## config.mk

```make
export PLATFORM = sky130hd
export DESIGN_NAME = scope_trace_rd_flat
export DESIGN_NICKNAME = d
export VERILOG_FILES = /design/src/rtl/scope_trace_rd_pkg.sv /design/src/rtl/scope_trace_rd_if.sv /design/src/rtl/scope_trace_rd_trace_span_cmp.sv /design/src/rtl/scope_trace_rd.sv /design/src/flat_wrapper.sv
export SDC_FILE = /design/constraint.sdc
export NUM_CORES = 1
export LEC_CHECK = 0
export ABC_CLOCK_PERIOD_IN_PS = 4500
export BUFFER_PORTS_ARGS = -buffer_cell sky130_fd_sc_hd__clkbuf_2
export CORE_ASPECT_RATIO = 0.5
export CORE_MARGIN = 1
export CORE_UTILIZATION = 52
export DETAILED_ROUTE_END_ITERATION = 8
export HOLD_SLACK_MARGIN = 0.15
export PLACE_DENSITY = 0.8
export SYNTH_ARGS = -nofsm -noshare
export SYNTH_HDL_FRONTEND = slang
export SYNTH_SLANG_ARGS = --single-unit
```

## constraint.sdc

```tcl
create_clock -name clk -period 4.5 [get_ports clk]
set_clock_uncertainty 0.1 [all_clocks]
set_input_delay 0.9 -clock clk [delete_from_list [all_inputs] [get_ports clk]]
set_output_delay 0.9 -clock clk [all_outputs]
set_load 0.02 [all_outputs]
```

## src/rtl/scope_trace_rd_pkg.sv

```systemverilog
// Shared constants and types for the scope trace reader.
// Holds the raster defaults, the colour codes, the capture RAM geometry,
// the reader FSM state type and the sample-to-row scaling helper.
package scope_trace_rd_pkg;

  localparam int unsigned H_ACT_DEF   = 640;
  localparam int unsigned V_ACT_DEF   = 480;
  localparam logic [5:0]  C_TRACE_DEF = 6'b111100;
  localparam logic [5:0]  C_GRID_DEF  = 6'b000101;

  localparam int unsigned RAM_DEPTH = 1024;
  localparam int unsigned RAM_AW    = $clog2(RAM_DEPTH);
  localparam int unsigned RAM_DW    = 12;

  typedef enum logic [1:0] {
    S_IDLE,
    S_ARMED,
    S_DRAW,
    S_VBLANK
  } state_e;

  // Screen row of an 8-bit sample code; code 0 sits on y_base, larger codes go up.
  function automatic logic [9:0] scale_y(input logic [9:0] y_base, input logic [7:0] code);
    return y_base - {2'b00, code};
  endfunction

endpackage

```

## src/rtl/scope_trace_rd_if.sv

```systemverilog
// Capture RAM read port.
//   ram_rd_en   : read enable (reader -> RAM)
//   ram_rd_addr : read address (reader -> RAM)
//   ram_rd_data : read data, valid 1 clk after ram_rd_en (RAM -> reader)
interface scope_trace_rd_if;
  import scope_trace_rd_pkg::*;

  logic              ram_rd_en;
  logic [RAM_AW-1:0] ram_rd_addr;
  logic [RAM_DW-1:0] ram_rd_data;

  modport master (output ram_rd_en, output ram_rd_addr, input ram_rd_data);
  modport slave  (input ram_rd_en, input ram_rd_addr, output ram_rd_data);

endinterface

```

## src/rtl/scope_trace_rd_trace_span_cmp.sv

```systemverilog
// Vertical span test for the interpolated trace.
//   prev_y    : row of the previous column's sample
//   cur_y     : row of this column's sample
//   ypos      : row being drawn
//   first_col : column 0, span collapses to a single dot at cur_y
//   hit       : ypos lies within [min, max] of the two rows
module scope_trace_rd_trace_span_cmp (
  input  logic [9:0] prev_y,
  input  logic [9:0] cur_y,
  input  logic [9:0] ypos,
  input  logic       first_col,
  output logic       hit
);

  logic [9:0] lo;
  logic [9:0] hi;

  always_comb begin
    lo = cur_y;
    hi = cur_y;
    if (!first_col) begin
      if (prev_y < cur_y) lo = prev_y;
      else                hi = prev_y;
    end
    hit = (ypos >= lo) && (ypos <= hi);
  end

endmodule

```

## src/rtl/scope_trace_rd.sv

```systemverilog
// Display-side reader of the 1024x12 capture RAM.
// Follows the VGA raster, reads one sample per active pixel and emits the
// trace/grid colour two clocks after the pixel strobe. A frame-lock
// handshake keeps the writer from restarting a capture mid-frame.
//   clk, rst_n              : 50 MHz clock, asynchronous active-low reset
//   pix_en                  : one-clk pixel strobe
//   pixel_xpos, pixel_ypos  : raster position incl. blanking
//   buf_ready               : writer pulse, a full capture is complete
//   frame_lock              : high while a frame is being drawn
//   ram                     : capture RAM read port
//   vga_wave                : 6-bit pixel colour, 0 = background
module scope_trace_rd
  import scope_trace_rd_pkg::*;
#(
  parameter int unsigned H_ACT    = H_ACT_DEF,
  parameter int unsigned V_ACT    = V_ACT_DEF,
  parameter int unsigned Y_BASE   = 367,
  parameter int unsigned H_OFFSET = 0,
  parameter int unsigned GRID_DIV = 64,
  parameter logic [5:0]  C_TRACE  = C_TRACE_DEF,
  parameter logic [5:0]  C_GRID   = C_GRID_DEF
) (
  input  logic                    clk,
  input  logic                    rst_n,
  input  logic                    pix_en,
  input  logic [9:0]              pixel_xpos,
  input  logic [9:0]              pixel_ypos,
  input  logic                    buf_ready,
  output logic                    frame_lock,
  scope_trace_rd_if.master        ram,
  output logic [5:0]              vga_wave
);

  localparam logic [9:0] H_ACT_W  = 10'(H_ACT);
  localparam logic [9:0] V_ACT_W  = 10'(V_ACT);
  localparam logic [9:0] H_LAST   = 10'(H_ACT - 1);
  localparam logic [9:0] V_LAST   = 10'(V_ACT - 1);
  localparam logic [9:0] Y_BASE_W = 10'(Y_BASE);
  localparam logic [9:0] H_OFF_W  = 10'(H_OFFSET);
  localparam logic [9:0] G_MASK   = 10'(GRID_DIV - 1);

  state_e     state_q, state_d;
  logic       pend_q, pend_d;
  logic       stb_q, stb_d;
  logic       act_q, act_d;
  logic       rd_q, rd_d;
  logic [9:0] x_q, x_d;
  logic [9:0] y_q, y_d;
  logic [9:0] prev_y_q, prev_y_d;
  logic [5:0] wave_q, wave_d;

  logic       active, frame_start, frame_end, rd_en;
  logic [9:0] cur_y;
  logic       span_hit, grid_hit;
  logic       unused_sinks;

  assign active      = (pixel_xpos < H_ACT_W) && (pixel_ypos < V_ACT_W);
  assign frame_start = pix_en && (pixel_xpos == '0) && (pixel_ypos == '0);
  assign frame_end   = pix_en && (pixel_ypos == V_ACT_W);

  always_comb begin
    state_d = state_q;
    pend_d  = pend_q;
    unique case (state_q)
      S_IDLE:   if (buf_ready && !frame_start) state_d = S_ARMED;
      S_ARMED:  if (frame_start) state_d = S_DRAW;
      S_DRAW: begin
        if (buf_ready) pend_d = 1'b1;
        if (frame_end) begin
          state_d = S_VBLANK;
          pend_d  = 1'b0;
        end
      end
      S_VBLANK: if (frame_start) state_d = S_DRAW;
      default:  state_d = S_IDLE;
    endcase
  end

  // Keyed on the next state so the frame-start pixel (0,0) is read too.
  assign rd_en           = pix_en && active && (state_d == S_DRAW);
  assign ram.ram_rd_en   = rd_en;
  assign ram.ram_rd_addr = rd_en ? (H_OFF_W + pixel_xpos) : '0;
  assign frame_lock      = (state_q == S_DRAW);
  assign vga_wave        = wave_q;

  // Stage 1: coordinates of the strobed pixel, aligned with the RAM read.
  always_comb begin
    stb_d = pix_en;
    act_d = active;
    rd_d  = rd_en;
    x_d   = pixel_xpos;
    y_d   = pixel_ypos;
  end

  // Stage 2: RAM data arrives; resolve colour for the pixel held in stage 1.
  assign cur_y = scale_y(Y_BASE_W, ram.ram_rd_data[11:4]);

  scope_trace_rd_trace_span_cmp u_span (
    .prev_y    (prev_y_q),
    .cur_y     (cur_y),
    .ypos      (y_q),
    .first_col (x_q == '0),
    .hit       (span_hit)
  );

  assign grid_hit = ((x_q & G_MASK) == '0) || ((y_q & G_MASK) == '0) ||
                    (x_q == H_LAST) || (y_q == V_LAST);

  always_comb begin
    wave_d   = wave_q;
    prev_y_d = prev_y_q;
    if (stb_q) begin
      if (!act_q)                wave_d = '0;
      else if (rd_q && span_hit) wave_d = C_TRACE;
      else if (grid_hit)         wave_d = C_GRID;
      else                       wave_d = '0;
      if (rd_q) prev_y_d = cur_y;
    end
  end

  // pend is state only; nothing in this block consumes it yet.
  assign unused_sinks = ^{pend_q, ram.ram_rd_data[3:0]};

  always_ff @(posedge clk or negedge rst_n) begin
    if (!rst_n) begin
      state_q  <= S_IDLE;
      pend_q   <= 1'b0;
      stb_q    <= 1'b0;
      act_q    <= 1'b0;
      rd_q     <= 1'b0;
      x_q      <= '0;
      y_q      <= '0;
      prev_y_q <= '0;
      wave_q   <= '0;
    end else begin
      state_q  <= state_d;
      pend_q   <= pend_d;
      stb_q    <= stb_d;
      act_q    <= act_d;
      rd_q     <= rd_d;
      x_q      <= x_d;
      y_q      <= y_d;
      prev_y_q <= prev_y_d;
      wave_q   <= wave_d;
    end
  end

endmodule

```

## src/flat_wrapper.sv

```systemverilog
// flat-port wrapper written by rule: the top's interface ports become plain ports
module scope_trace_rd_flat import scope_trace_rd_pkg::*;
#(
  parameter int unsigned H_ACT    = H_ACT_DEF,
  parameter int unsigned V_ACT    = V_ACT_DEF,
  parameter int unsigned Y_BASE   = 367,
  parameter int unsigned H_OFFSET = 0,
  parameter int unsigned GRID_DIV = 64,
  parameter logic [5:0]  C_TRACE  = C_TRACE_DEF,
  parameter logic [5:0]  C_GRID   = C_GRID_DEF
)
  (clk, rst_n, pix_en, pixel_xpos, pixel_ypos, buf_ready, frame_lock, vga_wave, ram_ram_rd_en, ram_ram_rd_addr, ram_ram_rd_data);
  scope_trace_rd_if ram_i ();
  input  logic clk;
  input  logic rst_n;
  input  logic pix_en;
  input  logic [9:0] pixel_xpos;
  input  logic [9:0] pixel_ypos;
  input  logic buf_ready;
  output logic frame_lock;
  output logic [5:0] vga_wave;
  output wire logic [$bits(ram_i.ram_rd_en)-1:0] ram_ram_rd_en;
  output wire logic [$bits(ram_i.ram_rd_addr)-1:0] ram_ram_rd_addr;
  input wire logic [$bits(ram_i.ram_rd_data)-1:0] ram_ram_rd_data;
  assign ram_ram_rd_en = ram_i.ram_rd_en;
  assign ram_ram_rd_addr = ram_i.ram_rd_addr;
  assign ram_i.ram_rd_data = ram_ram_rd_data;
  scope_trace_rd #(.H_ACT(H_ACT), .V_ACT(V_ACT), .Y_BASE(Y_BASE), .H_OFFSET(H_OFFSET), .GRID_DIV(GRID_DIV), .C_TRACE(C_TRACE), .C_GRID(C_GRID)) u_core (.clk(clk), .rst_n(rst_n), .pix_en(pix_en), .pixel_xpos(pixel_xpos), .pixel_ypos(pixel_ypos), .buf_ready(buf_ready), .frame_lock(frame_lock), .ram(ram_i), .vga_wave(vga_wave));
endmodule
```

== Word level (Yosys, flattened, before mapping) ==
Index checks and enable logic that the tools add are counted.

* Flip-flop bits (word level): 41
* Input port bits: 36
* Output and inout port bits: 18

* Magnitude comparators: 5
* Reductions and logical operators: 21
* Muxes and demuxes: 12
* Eq/ne operators: 7
* $add $sub $neg: 1

{| class="wikitable"
|+ Operators by type and width
! operator !! count
|-
| logical NOT 10 bit || 5
|-
| 2-to-1 mux 10 bit || 5
|-
| == test 10 x 9 -> 1 bit, second input constant || 2
|-
| 2-to-1 mux 6 bit || 2
|-
| == test 10 bit, second input constant || 1
|-
| greater-or-equal comparator 10 bit || 1
|-
| less-or-equal comparator 10 bit || 1
|-
| < comparator 10 bit || 1
|-
| < comparator 10 bit, second input constant || 1
|-
| < comparator 10 x 9 -> 1 bit, second input constant || 1
|-
| subtractor 9 x 8 -> 10 bit, first input constant || 1
|-
| logical AND 1 bit || 9
|-
| == test 2 bit, second input constant || 3
|-
| 2-to-1 mux 2 bit || 3
|-
| one-hot mux 2 bit (3 select lines) || 1
|-
| logical OR 1 bit || 3
|-
| 2-to-1 mux 3 bit || 1
|-
| == test 2 x 1 -> 1 bit, second input constant || 1
|-
| logical NOT 2 bit || 1
|-
| AND reduction 2 bit || 1
|-
| OR reduction 2 bit || 1
|-
| logical NOT 1 bit || 1
|}

== Logic depth before layout (Yosys ltp) ==
Gate-level depths: netlist of run 1.

* Depth after elaboration: 10
* Depth in mapped cells: 17
* Gate-level depth less buffers: 16

== Hierarchy ==
From an unflattened synthesis of run 1, not the netlist that was laid out.

* Cells, all modules: 285
* Area total of the unflattened synthesis: 2691.3 sq um

{| class="wikitable"
|+ By module, submodules not included
! module !! sequential area each (sq um) !! area each (sq um) !! cells an instance !! instances
|-
| scope_trace_rd || 925.9 || 1549.0 || 124 || 1
|-
| scope_trace_rd_trace_span_cmp || 0.0 || 1142.3 || 161 || 1
|}

== Worst setup path before layout of run 1 ==
No wires, ideal clock.

* Kind: input-to-reg
* Start: in ram_ram_rd_data[8]
* End: reg u_core.wave_q[2], in the netlist u_core.vga_wave[2]
* Arrival time: 3.932 ns
* Stages on the path: 16
* Data required time: 4.276 ns
* Slack: 0.344 ns
* Setup time: 0.124 ns
* Cells stage by stage: ha_1 xnor2_1 inv_1 ha_1 a221oi_1 a21oi_1 a211o_1 buf_6 mux2i_1 ha_1 nand2b_1 a211oi_1 o21ai_0 a22o_1 and4_1 a211o_1

* Word-level cells in the longest chain between the ends: 9
* Elaborated cells between the ends (all ways): 12

{| class="wikitable"
|+ RTL lines
! element !! RTL line !! RTL
|-
| start, declared || flat_wrapper.sv:24 || <nowiki>input wire logic [$bits(ram_i.ram_rd_data)-1:0] ram_ram_rd_data;</nowiki>
|-
| subtractor 9 x 8 -> 10 bit * || scope_trace_rd_pkg.sv:24 || <nowiki>return y_base - {2'b00, code};</nowiki>
|-
| < comparator 10 bit || scope_trace_rd_trace_span_cmp.sv:22 || <nowiki>if (prev_y < cur_y) lo = prev_y;</nowiki>
|-
| 2-to-1 mux 10 bit || scope_trace_rd_trace_span_cmp.sv:22 ||
|-
| 2-to-1 mux 10 bit || scope_trace_rd_trace_span_cmp.sv:21 || <nowiki>if (!first_col) begin</nowiki>
|-
| greater-or-equal comparator 10 bit or less-or-equal comparator 10 bit (tied branches) || scope_trace_rd_trace_span_cmp.sv:25 || <nowiki>hit = (ypos >= lo) && (ypos <= hi);</nowiki>
|-
| logical AND 1 bit * || scope_trace_rd_trace_span_cmp.sv:25 ||
|-
| logical AND 1 bit * || scope_trace_rd.sv:114 || <nowiki>else if (rd_q && span_hit) wave_d = C_TRACE;</nowiki>
|-
| 2-to-1 mux 6 bit * || scope_trace_rd.sv:114 ||
|-
| 2-to-1 mux 6 bit * || scope_trace_rd.sv:113 || <nowiki>if (!act_q) wave_d = '0;</nowiki>
|-
| end signal, assigned || scope_trace_rd.sv:144 || <nowiki>wave_q <= wave_d;</nowiki>
|-
| end, declared || scope_trace_rd.sv:50 || <nowiki>logic [5:0] wave_q, wave_d;</nowiki>
|}

Every way passes the cells marked *; elsewhere a longest branch is shown, timed or not.
A chain may end at the register's enable or synchronous reset.

== Worst setup path after layout of run 1 ==
Ends and elaborated chain as after synthesis.

==> impl_metrics.tcl, run 1 <==
set metrics [dict create \
    status "completed" \
    io_buffers 48 \
    diodes 0 \
    cp-start-kind "input pin" \
    cts.repair.resized 0 \
    grt_max_degree 38 \
    wire_per_inst_um 14.7 \
    via_count 1788 \
    setup_ws_ns 0.287 \
    path_common_cell "ha_1" \
    gp_congestion 0.804 \
    slew_headroom 0.399 \
    drt-pass1-iter-count 4 \
    p_switching_uw 321 \
    r2r-end "u_core.vga_wave[2]$_DFFE_PN0P_" \
    grt_pass1_wl_mm 7.29 \
    clock_latency_ns 0.30 \
    synth_area_per_cell_um2 10.3 \
    seqPwrFrac 0.421 \
    cp_slowest_cell "a211o_2" \
    die_area_mm2 0.00450 \
    hold_depth 2 \
    grt_remaining_overflow 0 \
    dr.first_iter.drc_count 73 \
    r2r_setup_slack_ns 0.87 \
    required_ns 4.59 \
    num_io_pins 54 \
    internal-power_uw 616 \
    worst_setup_path_end_kind "register" \
    pre_cts_ws_ns -0.0826 \
    maxSlewViolCount 0 \
    p_leak_uw 0.00134 \
    post_cts_buffers 0 \
    fillers 319 \
    core_area_mm2 0.00396 \
    synthesis.nets 275 \
    worst_pin_slew_ns 0.901 \
    syn_area_mm2 0.00219 \
    drive_gt1_frac 0.240 \
    ir_worst_vdd_v 0.000173 \
    finalHoldViolCount 0 \
    critical_path.max_stage_delay_ns 0.37 \
    crit_path_start "ram_ram_rd_data[8]" \
    p_total_uw 937 \
    r2r-start "u_core.prev_y_q[5]$_DFFE_PN0P_" \
    switching_share 0.343 \
    pwr_density_cell_mw_per_mm2 363 \
    cts_buffer_depth 2 \
    die_h_um 47.9 \
    hold_path_end "u_core.state_q[1]$_DFF_PN0_" \
    die_w_um 93.8 \
    setup-violations-final 0 \
    yosysSeqAreaShare 0.422 \
    yosys_warnings 0 \
    post_drt_via_cell_ratio 5.57 \
    area_delta_synth_final_pct 17.7 \
    drc 0 \
    fin_nets 328 \
    setup_tns_ns 0 \
    whs_ns 0.393 \
    placed_cells 313 \
    min_from "u_core.state_q[1]$_DFF_PN0_" \
    numCtsBuffers 5 \
    grt_pass1_vias 1620 \
    fmax_mhz 237 \
    cts_root_buf "clkbuf_8" \
    final_cells 321 \
    antenna_found_initial 0 \
    postRouteAntennaNets 0 \
    path_class "in -> reg" \
    cts_hold_buf 0 \
    clkTransAtPathRegs_ns 0.08 \
    cp_cell_sequence "clkbuf_2 -> ha_1 -> xnor2_1 -> inv_1 -> ha_1 -> a221oi_1 -> a21oi_1 -> a211o_2 -> buf_4 -> mux2i_1 -> ha_1 -> a211oi_1 -> o21ai_0 -> a22o_1 -> and4_1 -> a211o_1" \
    synth_cells 213 \
    synth-seq-cells 37 \
    synth_edf_count 0 \
    start_util 0.553 \
    cap_violations 0 \
    fp-row-count 16 \
    power_frac_comb 0.328 \
    hold_path.class "reg -> reg" \
    synth.distinct_cells 39 \
    fin_crit_ns 4.21 \
    finalCritPeriodShare 0.936 \
    grt_setup_unrepaired "no" \
    crit_fanout 6 \
    tritoncts "yes" \
    cp_data_arrival_time_ns 4.30 \
    async_flop_share 1.00 \
    yosys_most_used_dff "dfrtp_1" \
    cts_htree_levels 2 \
    ff2ff_path_depth 13 \
    grt_usage 0.223 \
    pwr-share-clk 0.251 \
    cts_sinks 37 \
    routed_wirelength_mm 4.71 \
    hpwl_mm 3.68 \
]
## placed cells by master (no fill, tap or decap), types with 3 or more instances in the layout
cell type	instances
clkbuf_8	5
a21o_1	5
ha_1	26
inv_1	14
a211oi_1	4
buf_4	5
o21ai_0	18
dfrtp_1	37
nand2_1	18
nor2_1	3
nand4_1	5
a21oi_1	7
nor3_1	5
and2_1	10
mux2i_1	18
clkbuf_2	48
nor4_1	6
## metal layers
metal | global-route usage | routed length [µm] | vias to the layer above
li1 | - | - | 880
met1 | 0.289 | 2240 | 844
met2 | 0.382 | 2130 | 58
met3 | 0.0571 | 289 | 6
met4 | 0.0646 | 44 | 0
met5 | 0 | 0 | -
## metrics by stage
step	utilization	instance area, µm²
after floorplan	-	2190
after global placement	0.628	2490
after detailed placement	0.628	2490
after CTS	0.651	2580
after global routing	0.652	2580
final	0.652	2580
## logic make-up after synthesis
family / after synthesis / share of synthesized area
other: 1 / 0.00171
AOI/OAI and AO/OA: 46 / 0.135
and+or+nand+nor: 61 / 0.153
DFF: 37 / 0.422
xor gates and xnor gates: 3 / 0.0120
adders and majority gates: 26 / 0.148
buffers and inverters: 21 / 0.0462
muxes: 18 / 0.0821
## area by class of cell
class | count | area, µm² | area share
Multi-Input combinational cell | 155 | 1170 | 0.452
Clock inverter | 3 | 22.5 | 0.00872
Clock buffer | 5 | 68.8 | 0.0266
Inverter | 14 | 52.6 | 0.0203
Tap cell | 54 | 67.6 | 0.0262
Sequential cell | 37 | 926 | 0.359
Timing Repair Buffer | 53 | 278 | 0.108
## sequential cells by signal (all words and copies together), names as in the netlist
| register | count |
|---|---|
| u_core.y_q | 10 |
| u_core.x_q | 10 |
| u_core.prev_y_q | 9 |
| u_core.state_q | 2 |
| u_core.act_q | 1 |
| u_core.stb_q | 1 |
| u_core.rd_q | 1 |
| u_core.vga_wave | 3 |
## cells in the mapped netlist, types with 2 or more instances
cell type | n | area (µm²)
a211o_1 | 3 | 26.3
a211oi_1 | 4 | 30.0
a21o_1 | 5 | 37.5
a21oi_1 | 7 | 35.0
a22o_1 | 2 | 17.5
and2_1 | 10 | 62.6
buf_4 | 4 | 30.0
clkbuf_1 | 2 | 7.51
dfrtp_1 | 37 | 926
ha_1 | 26 | 325
inv_1 | 14 | 52.6
mux2i_1 | 18 | 180
nand2_1 | 18 | 67.6
nand2b_1 | 2 | 12.5
nand3_1 | 2 | 10.0
nand4_1 | 5 | 31.3
nor2_1 | 3 | 11.3
nor2b_1 | 2 | 12.5
nor3_1 | 5 | 25.0
nor4_1 | 6 | 37.5
o21ai_0 | 18 | 90.1
or4_1 | 2 | 15.0
xnor2_1 | 2 | 17.5
## critical path, delay by kind of cell
family          cells  cell delay (ns)
xor+xnor            1             0.20
compound gates      7             1.65
mux                 1             0.20
fa+ha+maj           3             0.78
simple gates        1             0.21
buf+inv             3             0.36
## power groups by stage
stage | Combinational (µW) | Sequential (µW) | Clock, µW
floorplan | 223 | 390 | 0
global placement | 287 | 396 | 0
detailed placement | 304 | 399 | 0
CTS | 306 | 393 | 241
global route | 351 | 398 | 253
finish | 307 | 395 | 235
## worst max path at each step
stage,endpoint,slack (ns),cells after the start
2_1_floorplan,u_core.vga_wave[2]$_DFFE_PN0P_,0.34,16
3_3_place_gp,u_core.vga_wave[2]$_DFFE_PN0P_,0.02,16
3_5_place_dp,u_core.vga_wave[2]$_DFFE_PN0P_,-0.08,17
4_1_cts,u_core.vga_wave[2]$_DFFE_PN0P_,0.23,17
5_1_grt,u_core.vga_wave[2]$_DFFE_PN0P_,0.02,16
6_report,u_core.vga_wave[2]$_DFFE_PN0P_,0.29,16
Note: power is estimated with default switching activity, not from simulation.
==> run 2: changes to the inputs <==
--- a/config.mk
+++ b/config.mk
@@ -11,4 +11,5 @@
 export CORE_MARGIN = 1
 export CORE_UTILIZATION = 52
+export CTS_CLUSTER_SIZE = 20
 export DETAILED_ROUTE_END_ITERATION = 8
 export HOLD_SLACK_MARGIN = 0.15
==> constraint.sdc (replaced) <==
create_clock -name clk -period 4.5 [get_ports clk]
set_clock_uncertainty 0.1 [all_clocks]
set_input_delay 0.45 -clock clk [delete_from_list [all_inputs] [get_ports clk]]
set_output_delay 0.45 -clock clk [all_outputs]
set_load 0.02 [all_outputs]
==> impl_metrics.tcl, run 2 (synthesis gave the netlist of run 1 again) <==
set metrics [dict create \
    die_h_um 47.9 \
    clock_latency_ns 0.29 \
    gp_congestion 0.827 \
    drt-pass1-iter-count 4 \
    worst_pin_slew_ns 0.912 \
    fin_nets 324 \
    cp_data_arrival_time_ns 4.17 \
    via_count 1781 \
    post_cts_buffers 0 \
    ir_worst_vdd_v 0.000165 \
    setup_tns_ns 0 \
    grt_remaining_overflow 0 \
    pwr_density_cell_mw_per_mm2 365 \
    grt_max_degree 38 \
    mostFrequentLayoutCells "clkbuf_2 (48), dfrtp_1 (37), ha_1 (26)" \
    drc 0 \
    seqPwrFrac 0.423 \
    setup-violations-final 0 \
    grt_usage 0.227 \
    cts_buffer_depth 2 \
    pwr-share-clk 0.254 \
    switching_share 0.345 \
    cts_hold_buf 0 \
    seqCellArea_um2 926 \
    antenna_found_initial 0 \
    grt_pass1_vias 1585 \
    numCtsBuffers 5 \
    layout_commonest_cell "clkbuf_2" \
    reg_top3 "u_core.x_q (10), u_core.y_q (10), u_core.prev_y_q (9)" \
    path_common_cell "ha_1" \
    p_switching_uw 321 \
    maxSlewViolCount 0 \
    clkTransAtPathRegs_ns 0.08 \
    path_class "in -> reg" \
    slew_headroom 0.392 \
    routed_wirelength_mm 4.72 \
    power_frac_comb 0.323 \
    cap_violations 0 \
    grt_setup_unrepaired "no" \
    fp-row-count 16 \
    post_drt_via_cell_ratio 5.62 \
    worst_setup_path_end_kind "register" \
    die_w_um 93.8 \
    cp_top_family "compound AO/OA/AOI/OAI gates" \
    critical_path.max_stage_delay_ns 0.44 \
    p_leak_uw 0.00132 \
    diodes 0 \
    cts_htree_levels 2 \
    multi_input_area_mm2 0.00117 \
    io_buffers 48 \
    cts.repair.resized 0 \
    num_io_pins 54 \
    internal-power_uw 609 \
    core_area_mm2 0.00396 \
    start_util 0.553 \
    fmax_mhz 244 \
    hpwl_mm 3.72 \
    die_area_mm2 0.00450 \
    tritoncts "yes" \
    hold_path.class "in -> async" \
    finalHoldViolCount 0 \
    cp_slowest_cell "a211o_1" \
    place_area_mm2 0.00246 \
    dr.first_iter.drc_count 70 \
    cts_sinks 37 \
    fillers 314 \
    worst-path-buf-inv 2 \
    cp-start-kind "input pin" \
    status "completed" \
    area_delta_synth_final_pct 16.3 \
    postRouteAntennaNets 0 \
    required_ns 4.58 \
    fin_crit_ns 4.09 \
    wire_per_inst_um 14.9 \
    design_area_mm2 0.00255 \
    crit_fanout 9 \
    drive_gt1_frac 0.224 \
    cp_cell_sequence "clkbuf_2 -> ha_1 -> xnor2_1 -> inv_1 -> ha_1 -> o2111ai_1 -> a21o_1 -> a21oi_1 -> a211o_1 -> mux2i_1 -> ha_1 -> nand2b_1 -> a211oi_1 -> o21ai_0 -> a22o_1 -> and4_1 -> a211o_1" \
    grt_pass1_wl_mm 7.42 \
    finalCritPeriodShare 0.909 \
    cts_root_buf "clkbuf_8" \
]
[run 2: worst paths after layout]
| check | cells past startpoint | to | from | slack (ns) |
|---|---|---|---|---|
| min in group clk | 1 | u_core.y_q[1]$_DFF_PN0_ | pixel_ypos[1] | 0.18 |
| worst min register to register | 2 | u_core.state_q[1]$_DFF_PN0_ | u_core.state_q[1]$_DFF_PN0_ | 0.39 |
| max in group asynchronous | 1 | u_core.stb_q$_DFF_PN0_ | rst_n | 3.55 |
| worst min-delay path | 1 | u_core.prev_y_q[6]$_DFFE_PN0P_ | rst_n | 0.17 |
| worst max-delay path | 17 | u_core.vga_wave[2]$_DFFE_PN0P_ | ram_ram_rd_data[8] | 0.41 |
| worst max register to register | 11 | u_core.vga_wave[2]$_DFFE_PN0P_ | u_core.x_q[3]$_DFF_PN0_ | 0.76 |
[run 2: final cells by class]
| cell class | count | area share |
|---|---|---|
| multi-input combinational | 155 | 0.457 |
| sequential | 37 | 0.363 |
| timing repair buffer | 49 | 0.0972 |
| clock buffer | 5 | 0.0270 |
| tap | 54 | 0.0265 |
| inverter | 14 | 0.0206 |
| clock inverter | 3 | 0.00834 |
[run 2: worst register-to-register path: stages, from the launching register on]
cell and delay, ns:
dfrtp_1 0.38, or4_1 0.51, nor3_1 0.38, a211o_1 0.50, mux2i_1 0.25, ha_1 0.24, nand2b_1 0.14, a211oi_1 0.23
o21ai_0 0.15, a22o_1 0.25, and4_1 0.22, a211o_1 0.27
[run 2: power groups by stage]
| stage | clock network, µW | logic [µW] | registers [µW] |
|---|---|---|---|
| final | 236 | 300 | 394 |
| after global routing | 259 | 341 | 398 |
| after CTS | 240 | 300 | 393 |
| after detailed placement | 0 | 299 | 400 |
| after global placement | 0 | 280 | 396 |
| after floorplan | 0 | 223 | 390 |
[run 2: layer usage]
| layer | GRT usage | part of all wire | up-vias |
|---|---|---|---|
| li1 | - | - | 875 |
| met1 | 0.307 | 0.48 | 839 |
| met2 | 0.372 | 0.45 | 60 |
| met3 | 0.0571 | 0.062 | 7 |
| met4 | 0.0677 | 0.010 | 0 |
| met5 | 0 | 0 | - |
[run 2: through the flow]
step                power, µW  worst slack, ns  hold slack [ns]   util  std cells
floorplan                 613            0.794           0.0544      -        213
global placement          677            0.244            0.357  0.621        309
detailed placement        698            0.117            0.381  0.621        309
CTS                       933            0.432            0.172  0.643        317
global route              998            0.196            0.160  0.643        317
finish                    931            0.409            0.173  0.643        317
